$ cat src/rtl/uart_pkg.sv
// Shared UART definitions: parity-mode codes, receiver state encoding, parity helper.
// Latency: n/a (declarations only).
// Backpressure: n/a.
package uart_pkg;

    localparam logic [1:0] PAR_NONE = 2'b00;
    localparam logic [1:0] PAR_EVEN = 2'b01;
    localparam logic [1:0] PAR_ODD  = 2'b10;

    localparam int BIT_IDX_W = 4;

    typedef enum logic [2:0] {
        RX_IDLE,
        RX_START,
        RX_DATA,
        RX_PARITY,
        RX_STOP,
        RX_BREAK
    } rx_state_t;

    // Parity bit a transmitter sends for the word; narrower words are zero-extended.
    function automatic logic uart_parity_calc(input logic [8:0] data, input logic [1:0] mode);
        return (^data) ^ (mode == PAR_ODD);
    endfunction

endpackage

$ cat src/rtl/uart_rx_sampler.sv
// Line front end: 2-flop synchroniser on rx, then a 3-tap majority filter clocked by tick.
// Latency: 2 clk to rx_sync_o; maj_o covers the three most recent tick samples.
// Backpressure: none, free-running.
module uart_rx_sampler (
    input  logic clk,
    input  logic rst,
    input  logic tick_i,
    input  logic rx_i,
    output logic rx_sync_o,
    output logic maj_o
);

    logic [1:0] sync_q;
    logic [2:0] samp_q;

    // Both registers reset to the idle-high line level so no false start follows reset.
    always_ff @(posedge clk) begin
        if (rst) begin
            sync_q <= 2'b11;
            samp_q <= 3'b111;
        end else begin
            sync_q <= {sync_q[0], rx_i};
            if (tick_i) begin
                samp_q <= {samp_q[1:0], sync_q[1]};
            end
        end
    end

    assign rx_sync_o = sync_q[1];
    assign maj_o     = (samp_q[0] & samp_q[1]) | (samp_q[0] & samp_q[2]) | (samp_q[1] & samp_q[2]);

endmodule

$ cat src/rtl/uart_rx_frame.sv
// UART receive framer: 5..9 data bits, optional parity, 1/2 stop bits, one-entry holding register.
// Latency: out_valid rises the cycle after the tick carrying the final stop-bit sample.
// Backpressure: word held until out_valid && out_ready; a completion while full drops the word and sets overrun.
module uart_rx_frame
    import uart_pkg::*;
#(
    parameter int DATA_BITS  = 8,
    parameter int OVERSAMPLE = 16
) (
    input  logic                 clk,
    input  logic                 rst,
    input  logic                 tick,
    input  logic                 en,
    input  logic [1:0]           parity_mode,
    input  logic                 two_stop,
    input  logic                 rx,
    output logic [DATA_BITS-1:0] out_data,
    output logic                 out_valid,
    input  logic                 out_ready,
    output logic                 frame_err,
    output logic                 parity_err,
    output logic                 overrun,
    input  logic                 clr_overrun,
    output logic                 busy
);

    localparam int CW = $clog2(OVERSAMPLE);
    localparam logic [CW-1:0]        CNT_MID  = CW'(OVERSAMPLE / 2 - 1);
    localparam logic [CW-1:0]        CNT_END  = CW'(OVERSAMPLE - 1);
    localparam logic [BIT_IDX_W-1:0] LAST_IDX = BIT_IDX_W'(DATA_BITS - 1);

    logic rx_sync;
    logic maj;

    uart_rx_sampler u_sampler (
        .clk       (clk),
        .rst       (rst),
        .tick_i    (tick),
        .rx_i      (rx),
        .rx_sync_o (rx_sync),
        .maj_o     (maj)
    );

    rx_state_t              state_q, state_d;
    logic [CW-1:0]          cnt_q, cnt_d;
    logic [BIT_IDX_W-1:0]   idx_q, idx_d;
    logic [DATA_BITS-1:0]   shift_q, shift_d;
    logic [1:0]             pmode_q, pmode_d;
    logic                   two_stop_q, two_stop_d;
    logic                   perr_q, perr_d;
    logic                   ferr_q, ferr_d;
    logic                   frame_done;

    logic [DATA_BITS-1:0]   out_data_q, out_data_d;
    logic                   out_valid_q, out_valid_d;
    logic                   ferr_out_q, ferr_out_d;
    logic                   perr_out_q, perr_out_d;
    logic                   overrun_q, overrun_d;

    always_ff @(posedge clk) begin
        if (rst) begin
            state_q     <= RX_IDLE;
            cnt_q       <= '0;
            idx_q       <= '0;
            shift_q     <= '0;
            pmode_q     <= PAR_NONE;
            two_stop_q  <= 1'b0;
            perr_q      <= 1'b0;
            ferr_q      <= 1'b0;
            out_data_q  <= '0;
            out_valid_q <= 1'b0;
            ferr_out_q  <= 1'b0;
            perr_out_q  <= 1'b0;
            overrun_q   <= 1'b0;
        end else begin
            state_q     <= state_d;
            cnt_q       <= cnt_d;
            idx_q       <= idx_d;
            shift_q     <= shift_d;
            pmode_q     <= pmode_d;
            two_stop_q  <= two_stop_d;
            perr_q      <= perr_d;
            ferr_q      <= ferr_d;
            out_data_q  <= out_data_d;
            out_valid_q <= out_valid_d;
            ferr_out_q  <= ferr_out_d;
            perr_out_q  <= perr_out_d;
            overrun_q   <= overrun_d;
        end
    end

    // Frame FSM. The tick counter is a power of two, so it wraps to 0 after CNT_END by itself.
    always_comb begin
        state_d    = state_q;
        cnt_d      = cnt_q;
        idx_d      = idx_q;
        shift_d    = shift_q;
        pmode_d    = pmode_q;
        two_stop_d = two_stop_q;
        perr_d     = perr_q;
        ferr_d     = ferr_q;
        frame_done = 1'b0;

        if (!en) begin
            state_d = RX_IDLE;
            cnt_d   = '0;
            idx_d   = '0;
        end else begin
            case (state_q)
                RX_IDLE: begin
                    if (tick && !rx_sync) begin
                        state_d = RX_START;
                        cnt_d   = '0;
                    end
                end
                RX_START: begin
                    if (tick) begin
                        cnt_d = cnt_q + CW'(1);
                        if (cnt_q == CNT_MID) begin
                            cnt_d = '0;
                            if (!maj) begin
                                state_d    = RX_DATA;
                                idx_d      = '0;
                                pmode_d    = (parity_mode == PAR_EVEN || parity_mode == PAR_ODD)
                                             ? parity_mode : PAR_NONE;
                                two_stop_d = two_stop;
                                perr_d     = 1'b0;
                                ferr_d     = 1'b0;
                            end else begin
                                state_d = RX_IDLE;
                            end
                        end
                    end
                end
                RX_DATA: begin
                    if (tick) begin
                        cnt_d = cnt_q + CW'(1);
                        if (cnt_q == CNT_END) begin
                            // LSB arrives first, so shifting in from the top leaves it at bit 0.
                            shift_d = {maj, shift_q[DATA_BITS-1:1]};
                            idx_d   = idx_q + BIT_IDX_W'(1);
                            if (idx_q == LAST_IDX) begin
                                idx_d   = '0;
                                state_d = (pmode_q == PAR_NONE) ? RX_STOP : RX_PARITY;
                            end
                        end
                    end
                end
                RX_PARITY: begin
                    if (tick) begin
                        cnt_d = cnt_q + CW'(1);
                        if (cnt_q == CNT_END) begin
                            perr_d  = (maj != uart_parity_calc(9'(shift_q), pmode_q));
                            state_d = RX_STOP;
                        end
                    end
                end
                RX_STOP: begin
                    if (tick) begin
                        cnt_d = cnt_q + CW'(1);
                        if (cnt_q == CNT_END) begin
                            ferr_d = ferr_q | !maj;
                            if (two_stop_q && idx_q == '0) begin
                                idx_d = BIT_IDX_W'(1);
                            end else begin
                                frame_done = 1'b1;
                                idx_d      = '0;
                                state_d    = maj ? RX_IDLE : RX_BREAK;
                            end
                        end
                    end
                end
                RX_BREAK: begin
                    if (rx_sync) begin
                        state_d = RX_IDLE;
                    end
                end
                default: state_d = RX_IDLE;
            endcase
        end
    end

    // Holding register: a completion loads only if the slot is empty or drains this same cycle.
    always_comb begin
        out_data_d  = out_data_q;
        out_valid_d = out_valid_q && !out_ready;
        ferr_out_d  = ferr_out_q;
        perr_out_d  = perr_out_q;
        overrun_d   = overrun_q;

        if (frame_done) begin
            if (!out_valid_q || out_ready) begin
                out_data_d  = shift_q;
                out_valid_d = 1'b1;
                ferr_out_d  = ferr_q | !maj;
                perr_out_d  = perr_q;
            end else begin
                overrun_d = 1'b1;
            end
        end
        if (clr_overrun) begin
            overrun_d = 1'b0;
        end
    end

    assign out_data   = out_data_q;
    assign out_valid  = out_valid_q;
    assign frame_err  = ferr_out_q;
    assign parity_err = perr_out_q;
    assign overrun    = overrun_q;
    assign busy       = (state_q == RX_DATA) || (state_q == RX_PARITY) || (state_q == RX_STOP);

endmodule

$ cat config.mk
export PLATFORM = sky130hd
export DESIGN_NAME = uart_rx_frame
export DESIGN_NICKNAME = d
export VERILOG_FILES = /design/src/rtl/uart_pkg.sv /design/src/rtl/uart_rx_sampler.sv /design/src/rtl/uart_rx_frame.sv
export SDC_FILE = /design/constraint.sdc
export NUM_CORES = 1
export LEC_CHECK = 0
export CORE_UTILIZATION = 41
export DETAILED_ROUTE_END_ITERATION = 16
export PLACE_DENSITY_LB_ADDON = 0.3
export SYNTH_ARGS = -nofsm -noshare
export SYNTH_HDL_FRONTEND = slang
export SYNTH_SLANG_ARGS = --single-unit
$ cat constraint.sdc
create_clock -name clk -period 1.85 [get_ports clk]
set_input_delay 0.37 -clock clk [delete_from_list [all_inputs] [get_ports clk]]
set_output_delay 0.37 -clock clk [all_outputs]
set_load 0.03 [all_outputs]
==> results.cfg <==
[status]
run_status = finished, final reports clean

[place]
dpl.cell_count = 345
hpwl_mm = 3.26
dp_slack_ns = -0.244
io_buffers = 22
gp_congestion = 0.850

[synthesis]
synth_top_area_frac = 0.394
synth-seq-area-share = 0.394
ys_warn_count = 0
synthMuxAreaShare = 0.0625
synthXorXnorAreaFrac = 0.0379
synth_top_cell_by_area = dfxtp_1
synth_simple_gate_area_share = 0.275
syn_nets = 256
synth_fa_ha_area_frac = 0.0228
synth_common_cells = 41 x dfxtp_1, 24 x nand2_1, 23 x a21oi_1
ys_seq_elements = 41
ys_async_sr_fraction = 0
yosysMostFrequentCell = dfxtp_1
synth_compound_area_frac = 0.163
synthFlopType = dfxtp_1
synth_top_family_by_area = simple AND/OR/NAND/NOR gates
syn_inst = 243
synth_enable_flop_cells = 0
netlist-cell-type-count = 48
synth_area_sq_um = 2080
synth_area_leaders = dfxtp_1 39%, mux2i_1 6.3%, a21oi_1 5.5%
avgSynthCellArea_sq_um = 8.57

[cts]
insertion_delay_ns = 0.30
htree_levels = 2
cts_tree = done
clockBufferDepth = 2
cts-root-buf = clkbuf_8
path_clk_slew_ns = 0.08
numCtsBuffers = 5
cts.hold.buffers_added = 0
clkSinkCount = 41

[floorplan]
io_pins = 23
die_area_sq_um = 5370
fp.dieH_um = 73.3
initial_core_util = 0.432
fp.dieW_um = 73.3
rows = 25
core_region_area_sq_um = 4820

[sta]
max_slew_margin = 0.701
max_freq_mhz = 556
worst_pin_slew_ns = 0.448
finalSetupTns_ns = 0
hold_slack_ns = 0.418
fin_ws_ns = 0.0507
hold_viol_final = 0
setup_violations = 0
drv_slew = 0
fin_skew_ns = 0.00790
rsz0062_at_grt = yes
period_needed_ns = 1.80
finalCritPeriodShare = 0.973

[drt]
vias_per_cell = 5.19
wl_per_cell_um = 12.6
drt-total-wl_mm = 4.47
final_antenna_net_count = 0
via_count = 1847
post-route-drc-count = 0
first_pass_iters = 4
drt-initial-drc-count = 100

[worst_hold_path]
hp-class = reg2reg

[layout]
fin_nets = 301
syn_to_final_growth_pct = 29.9
layout-drive-gt1-share = 0.228
fin_cells = 356
antenna-diode-count = 0

[pwr]
ir_drop_mv = 0.438
power.density_nw_per_um2 = 634
power.total_mw = 1.71
leakagePower_nw = 0.942

[worst_setup_path]
startpoint_type = register
end_kind = output pin
path_class = reg2out
arrival_ns = 1.43
crit_required_ns = 1.48
path_max_fanout = 5

[global_routing]
grt_overflow = 0
grt_pass1_vias = 1676
grt_util_all_layers = 0.184
grt_max_degree = 22
grt_pass1_wl_mm = 7.53
antenna_found_initial = 0

[run]
max_cap_viol_count = 0
stage by stage:
stage	instance area, sq um	utilization
after global placement	2510	0.521
final	2710	0.562
after global routing	2710	0.562
after floorplan	2080	-
after detailed placement	2510	0.521
after CTS	2660	0.552
path summary, 6_finish.rpt:
check / slack, ns / cells after the start / to / from
max reg2reg: 0.08 / 6 / parity_err / state_q[0]
min: 0.42 / 1 / u_sampler.sync_q[1] / u_sampler.sync_q[0]
min reg2reg: 0.42 / 1 / u_sampler.sync_q[1] / u_sampler.sync_q[0]
max: 0.05 / 4 / busy / state_q[0]
sequential cells by signal, indices dropped and copies added, names as in the netlist, 2 cells and up:
name,cells
u_sampler.samp_q,3
cnt_q,4
out_data,8
pmode_q,2
shift_q,8
idx_q,4
u_sampler.sync_q,2
state_q,3
area by class of cell:
type	count	area (sq um)
Multi-Input combinational cell	182	1210
Tap cell	67	83.8
Fill cell	463	2110
Timing Repair Buffer	51	439
Sequential cell	41	833
Inverter	7	26.3
Clock buffer	5	68.8
Clock inverter	3	46.3
cell families after synthesis:
family | Yosys count
mux | 13
simple gates | 105
buf+inv | 20
flops | 41
xor+xnor | 9
compound gates | 51
fa+ha+maj | 4
worst max-delay path, stage by stage, from the launching register on:
cell and delay, ns:
dfxtp_2 0.35, or3b_4 0.41, buf_4 0.16, o21ai_2 0.05
buf_4 0.16
routing by layer:
layer / vias to the layer above / part of all wire / GRT usage
li1: 947 / - / -
met1: 849 / 0.48 / 0.232
met2: 47 / 0.47 / 0.306
met3: 4 / 0.045 / 0.0384
met4: 0 / 0.011 / 0.0763
met5: - / 0 / 0
placed cells by master, fill, tap and decap left out, types with 3 or more instances in the layout:
master,count
a211o_1,3
a21oi_1,22
a31oi_1,3
buf_4,29
clkbuf_8,5
clkdlybuf4s50_1,21
dfxtp_1,35
dfxtp_2,4
inv_1,6
mux2i_1,13
nand2_1,24
nand2b_1,4
nand3_1,18
nor2_1,18
nor2b_1,9
nor3_1,5
o21ai_0,8
or3_1,5
xnor2_1,7
power breakdown:
part           switching, mW  internal, mW
sequential           0.00415         0.885
clock                  0.339         0.404
combinational         0.0404        0.0415
repair_timing:
| item | 4_1_cts | 5_1_grt |
|---|---|---|
| endpoints found under the hold margin | 0 | 0 |
| buffers inserted | 3 | 0 |
| cloned | 0 | 0 |
| endpoints found under the setup margin | 1 | 19 |
| gates resized for setup | 6 | 15 |
| pin swaps | 0 | 4 |
Power figures use the tool's default switching activity.
